## src/rtl/mem_arbiter_pkg.sv

```systemverilog
// Shared types and constants for the two-port SRAM arbiter.
package mem_arbiter_pkg;

    localparam int unsigned ADDR_W     = 18;
    localparam int unsigned DATA_W     = 16;
    localparam int unsigned RD_CYC_DEF = 2;
    localparam int unsigned WR_CYC_DEF = 1;
    localparam int unsigned CNT_W      = 3;

    typedef enum logic [2:0] {
        StIdle,
        StRd,
        StWrSetup,
        StWrPulse,
        StWrHold
    } state_e;

    typedef enum logic {
        PortMem = 1'b0,
        PortIf  = 1'b1
    } port_e;

endpackage

```

## src/rtl/mem_arb_grant.sv

```systemverilog
// Combinational grant select between fetch and data ports.
// With MEM_ARB_RR_EN defined, simultaneous requests are resolved by the priority pointer.
module mem_arb_grant
    import mem_arbiter_pkg::*;
(
    input  logic  if_req,
    input  logic  mem_req,
    input  logic  if_mask,
    input  logic  mem_mask,
`ifdef MEM_ARB_RR_EN
    input  port_e ptr,
`endif
    output logic  gnt_if,
    output logic  gnt_mem
);

    logic if_live;
    logic mem_live;

    always_comb begin
        // A port acked this cycle has a stale request; it is sampled again next cycle.
        if_live  = if_req & ~if_mask;
        mem_live = mem_req & ~mem_mask;
`ifdef MEM_ARB_RR_EN
        if (if_live && mem_live) begin
            gnt_mem = (ptr == PortMem);
            gnt_if  = (ptr == PortIf);
        end else begin
            gnt_mem = mem_live;
            gnt_if  = if_live;
        end
`else
        gnt_mem = mem_live;
        gnt_if  = if_live & ~mem_live;
`endif
    end

endmodule

```

## src/rtl/mem_arbiter.sv

```systemverilog
// Two-port (fetch/data) arbiter for an asynchronous SRAM with registered strobes.
// Define MEM_ARB_RR_EN to alternate grants between ports instead of fixed data-port priority.
module mem_arbiter
    import mem_arbiter_pkg::*;
#(
    parameter int unsigned RD_CYC = RD_CYC_DEF,
    parameter int unsigned WR_CYC = WR_CYC_DEF
) (
    input  logic              clk_50MHz,
    input  logic              rst,
    input  logic              if_req,
    input  logic [ADDR_W-1:0] if_addr,
    output logic [DATA_W-1:0] if_rdata,
    output logic              if_ack,
    input  logic              mem_req,
    input  logic              mem_we,
    input  logic [ADDR_W-1:0] mem_addr,
    input  logic [DATA_W-1:0] mem_wdata,
    output logic [DATA_W-1:0] mem_rdata,
    output logic              mem_ack,
    output logic [ADDR_W-1:0] sram_addr,
    output logic [DATA_W-1:0] sram_dq_o,
    input  logic [DATA_W-1:0] sram_dq_i,
    output logic              sram_dq_oe,
    output logic              sram_ce_n,
    output logic              sram_oe_n,
    output logic              sram_we_n,
    output logic              pause
);

    state_e            state_q, state_d;
    port_e             port_q, port_d;
    logic [CNT_W-1:0]  cnt_q, cnt_d;
    logic [ADDR_W-1:0] addr_d;
    logic [DATA_W-1:0] dq_o_d, if_rdata_d, mem_rdata_d;
    logic              ce_n_d, oe_n_d, we_n_d, dq_oe_d;
    logic              if_ack_d, mem_ack_d;
    logic              gnt_if, gnt_mem;
`ifdef MEM_ARB_RR_EN
    port_e             ptr_q, ptr_d;
`endif

    mem_arb_grant u_grant (
        .if_req   (if_req),
        .mem_req  (mem_req),
        .if_mask  (if_ack),
        .mem_mask (mem_ack),
`ifdef MEM_ARB_RR_EN
        .ptr      (ptr_q),
`endif
        .gnt_if   (gnt_if),
        .gnt_mem  (gnt_mem)
    );

    assign pause = if_req & ~if_ack;

    // Strobes are computed for the next state so every SRAM pin comes straight from a flop.
    always_comb begin
        state_d     = state_q;
        port_d      = port_q;
        cnt_d       = cnt_q;
        addr_d      = sram_addr;
        dq_o_d      = sram_dq_o;
        if_rdata_d  = if_rdata;
        mem_rdata_d = mem_rdata;
        ce_n_d      = 1'b1;
        oe_n_d      = 1'b1;
        we_n_d      = 1'b1;
        dq_oe_d     = 1'b0;
        if_ack_d    = 1'b0;
        mem_ack_d   = 1'b0;
`ifdef MEM_ARB_RR_EN
        ptr_d       = ptr_q;
`endif
        unique case (state_q)
            StIdle: begin
                if (gnt_mem || gnt_if) begin
                    port_d = gnt_mem ? PortMem : PortIf;
                    addr_d = gnt_mem ? mem_addr : if_addr;
                    cnt_d  = '0;
                    ce_n_d = 1'b0;
`ifdef MEM_ARB_RR_EN
                    ptr_d  = gnt_mem ? PortIf : PortMem;
`endif
                    if (gnt_mem && mem_we) begin
                        dq_o_d  = mem_wdata;
                        dq_oe_d = 1'b1;
                        state_d = StWrSetup;
                    end else begin
                        oe_n_d  = 1'b0;
                        state_d = StRd;
                    end
                end
            end
            StRd: begin
                if (cnt_q == CNT_W'(RD_CYC - 1)) begin
                    state_d = StIdle;
                    if (port_q == PortIf) begin
                        if_rdata_d = sram_dq_i;
                        if_ack_d   = 1'b1;
                    end else begin
                        mem_rdata_d = sram_dq_i;
                        mem_ack_d   = 1'b1;
                    end
                end else begin
                    cnt_d  = cnt_q + CNT_W'(1);
                    ce_n_d = 1'b0;
                    oe_n_d = 1'b0;
                end
            end
            StWrSetup: begin
                state_d = StWrPulse;
                cnt_d   = '0;
                ce_n_d  = 1'b0;
                we_n_d  = 1'b0;
                dq_oe_d = 1'b1;
            end
            StWrPulse: begin
                ce_n_d  = 1'b0;
                dq_oe_d = 1'b1;
                if (cnt_q == CNT_W'(WR_CYC - 1)) begin
                    state_d = StWrHold;
                end else begin
                    cnt_d  = cnt_q + CNT_W'(1);
                    we_n_d = 1'b0;
                end
            end
            StWrHold: begin
                state_d   = StIdle;
                mem_ack_d = 1'b1;
            end
            default: state_d = StIdle;
        endcase
    end

    always_ff @(posedge clk_50MHz) begin
        if (rst) begin
            state_q    <= StIdle;
            port_q     <= PortMem;
            cnt_q      <= '0;
            sram_addr  <= '0;
            sram_dq_o  <= '0;
            sram_ce_n  <= 1'b1;
            sram_oe_n  <= 1'b1;
            sram_we_n  <= 1'b1;
            sram_dq_oe <= 1'b0;
            if_rdata   <= '0;
            mem_rdata  <= '0;
            if_ack     <= 1'b0;
            mem_ack    <= 1'b0;
`ifdef MEM_ARB_RR_EN
            ptr_q      <= PortMem;
`endif
        end else begin
            state_q    <= state_d;
            port_q     <= port_d;
            cnt_q      <= cnt_d;
            sram_addr  <= addr_d;
            sram_dq_o  <= dq_o_d;
            sram_ce_n  <= ce_n_d;
            sram_oe_n  <= oe_n_d;
            sram_we_n  <= we_n_d;
            sram_dq_oe <= dq_oe_d;
            if_rdata   <= if_rdata_d;
            mem_rdata  <= mem_rdata_d;
            if_ack     <= if_ack_d;
            mem_ack    <= mem_ack_d;
`ifdef MEM_ARB_RR_EN
            ptr_q      <= ptr_d;
`endif
        end
    end

endmodule

```

## config.mk

```make
export PLATFORM = sky130hd
export DESIGN_NAME = mem_arbiter
export DESIGN_NICKNAME = d
export VERILOG_FILES = /design/src/rtl/mem_arbiter_pkg.sv /design/src/rtl/mem_arb_grant.sv /design/src/rtl/mem_arbiter.sv
export SDC_FILE = /design/constraint.sdc
export NUM_CORES = 1
export LEC_CHECK = 0
export CAP_MARGIN = 5
export CELL_PAD_IN_SITES_DETAIL_PLACEMENT = 1
export CELL_PAD_IN_SITES_GLOBAL_PLACEMENT = 2
export CORE_MARGIN = 2
export CORE_UTILIZATION = 21
export DETAILED_ROUTE_END_ITERATION = 7
export PLACE_DENSITY = 0.82
export REMOVE_ABC_BUFFERS = 1
export SLEW_MARGIN = 20
export SYNTH_ARGS = -nofsm -noshare
export SYNTH_HDL_FRONTEND = slang
export SYNTH_HIERARCHICAL = 1
export SYNTH_SLANG_ARGS = --single-unit
```

## constraint.sdc

```tcl
create_clock -name clk_50MHz -period 1.8 [get_ports clk_50MHz]
set_clock_uncertainty 0.2 [all_clocks]
set_input_delay 0.36 -clock clk_50MHz [delete_from_list [all_inputs] [get_ports clk_50MHz]]
set_output_delay 0.36 -clock clk_50MHz [all_outputs]
set_load 0.01 [all_outputs]
```

==> flow_metrics.env <==
export IMPL_cp_end_kind="output port"
export IMPL_clock_fmax_mhz=570
export IMPL_path_buf_inv=1
export IMPL_hp_class="input port to flop"
export IMPL_crit_arrival_ps=1200
export IMPL_required_ps=1240
export IMPL_port_buffers=145
export IMPL_maxCapViolCount=0
export IMPL_netlist_area_um2=3130
export IMPL_hpwl_mm=7.25
export IMPL_synth_yosys_warnings=6
export IMPL_cts_tree="done"
export IMPL_drt_iter0_drc=93
export IMPL_grt_pass1_vias=3158
export IMPL_synth_area_leaders="dfxtp_1 50%, mux2i_1 11%, nand2_1 8.4%"
export IMPL_powerDensity_nw_per_um2=885
export IMPL_finalWirelength_mm=10.5
export IMPL_yosysMostFrequentCell="dfxtp_1"
export IMPL_wl_per_cell_um=15.3
export IMPL_clk_latency_ps=340
export IMPL_yosysTopAreaCellShare_pct=50.5
export IMPL_area_growth_pct=76.6
export IMPL_die_area_um2=15900
export IMPL_path_class="flop to output port"
export IMPL_critPathSlowestCell="clkdlybuf4s50_1"
export IMPL_relSlewSlack_pct=73.0
export IMPL_synth_top_area_cell="dfxtp_1"
export IMPL_regArea_um2=1590
export IMPL_min_period_ps=1760
export IMPL_core_area_um2=14500
export IMPL_io_pins=146
export IMPL_ys_ff_latch=79
export IMPL_worstPathMaxFanout=1
export IMPL_clock_root_buffer="clkbuf_16"
export IMPL_fp_row_count=44
export IMPL_antennaDiodeCount=0
export IMPL_drc=0
export IMPL_critPathLaunchType="flop"
export IMPL_hold_viol_final=0
export IMPL_cts_buffers=9
export IMPL_die_h_um=126
export IMPL_instances_no_fill=691
export IMPL_avgViaCountPerCell=4.40
export IMPL_ys_flop_type="dfxtp_1"
export IMPL_grtUsageTotal_pct=12.8
export IMPL_layout_nets=578
export IMPL_tightestPinTransition_ps=405
export IMPL_vias=3043
export IMPL_layout_drive_gt1_share_pct=15.8
export IMPL_slowest_delay_ps=550
export IMPL_status="complete, no violations"
export IMPL_synth_edf_count=0
export IMPL_path_clk_slew_ps=60
export IMPL_nFillCells=1659
export IMPL_grt_antenna_before_repair=0
export IMPL_synth_top_cells_by_count="79 x dfxtp_1, 70 x nand2_1, 40 x nor2_1"
export IMPL_syn_avg_cell_area_um2=9.18
export IMPL_seq_area_frac_synth_pct=50.5
export IMPL_maxSlewViolCount=0
export IMPL_critical_path_cell_chain="clkdlybuf4s50_1"
export IMPL_crit_family="buffers and inverters"
export IMPL_finalSetupTns_ps=0
export IMPL_syn_inst=341
export IMPL_multi_input_area_um2=1550
export IMPL_async_reset_ff_share_pct=0
export IMPL_rsz0062_at_grt="yes"
export IMPL_cts_htree_levels=3
export IMPL_ys_types=34
export IMPL_grt_ovfl_total=0
export IMPL_ir_drop_mv=0.471
export IMPL_fin_total_pwr_mw=4.89
export IMPL_ant_nets=0
export IMPL_fin_crit_sh_pct=97.5
export IMPL_start_util_pct=21.5
export IMPL_dr_pass1_iters=4
export IMPL_grt_max_degree=32
export IMPL_dp_cells=669
export IMPL_routabilityCongestion=0.720
export IMPL_setup_violations=0
export IMPL_dieWidth_um=126
export IMPL_clk_path_buf_depth=2
export IMPL_leakage_nw=2.78
export IMPL_cts_sinks=79
export IMPL_grt_pass1_wl_mm=16.2
-- power by group --
part / internal, mW / switching (mW)
registers: 1.87 / 0.0766
logic: 0.585 / 0.477
clock network: 1.18 / 0.698
-- placed cells by master, fill, tap and decap left out, drive strengths merged --
master / count
dfxtp: 79
clkdlybuf4s50: 74
nand2: 70
nor2: 42
dlymetal6s2s: 40
a21oi: 37
mux2i: 34
dlygate4sd2: 30
buf: 25
a211oi: 19
clkbuf: 15
nand3: 5
nand2b: 5
nor3b: 4
nor2b: 4
a211o: 3
inv: 3
or3: 3
ha: 3
clkinv: 2
nor3: 2
a221oi: 2
and3: 1
a221o: 1
a31o: 1
a22oi: 1
bufinv: 1
bufbuf: 1
-- metrics by stage --
step	hold slack (ps)	utilization [%]	worst slack [ps]	area, µm²
after floorplan	225	-	-484	3010
after global placement	242	33.7	-464	4900
after detailed placement	249	33.7	-524	4900
after CTS	221	36.4	0.0823	5280
after global routing	241	38.1	-33.4	5530
final	226	38.1	44.6	5530
-- timing repair --
item | in CTS | in global routing
resized for setup | 46 | 60
setup endpoints to repair | 85 | 83
pin swaps | 4 | 5
setup buffers | 2 | 2
hold buffers | 0 | 0
gates cloned | 1 | 2
-- final timing paths --
path                startpoint  slack, ps  cells after the start            to
setup / recovery     sram_ce_n         40                      1     sram_ce_n
hold / removal             rst        230                      2  mem_rdata[8]
hold reg to reg   sram_dq_o[4]        250                      2  sram_dq_o[4]
setup reg to reg      cnt_q[1]         50                      6     sram_oe_n
-- layer usage --
metal,global-route usage (%),share of wire [%],routed length (µm)
met1,14.6,41,4360
met2,21.8,50,5290
met3,5.86,7.5,790
met4,3.04,0.95,100
met5,0,0,0
-- registers in the layout (all words and copies together) (netlist names), 3 cells and up --
signal     flops
sram_dq_o     16
mem_rdata     16
state_q        3
cnt_q          3
if_rdata      16
sram_addr     18
-- area by class of cell --
class / instances / area share, %
clock buffer: 13 / 4.89
clock inverter: 3 / 0.724
inverter: 3 / 0.204
multi-input combinational: 237 / 28.0
sequential: 79 / 28.8
tap: 184 / 4.16
timing repair buffer: 172 / 33.2
-- logic make-up after synthesis --
kind of cell               after synthesis  synth area share, %
and+or+nand+nor                        136                 20.1
DFF                                     79                 50.5
AOI/OAI and AO/OA                       64                 13.2
muxes                                   34                 10.9
buffers and inverters                   25                 4.15
adders and majority gates                3                 1.20
No activity file was read; power rests on OpenSTA's default activity.
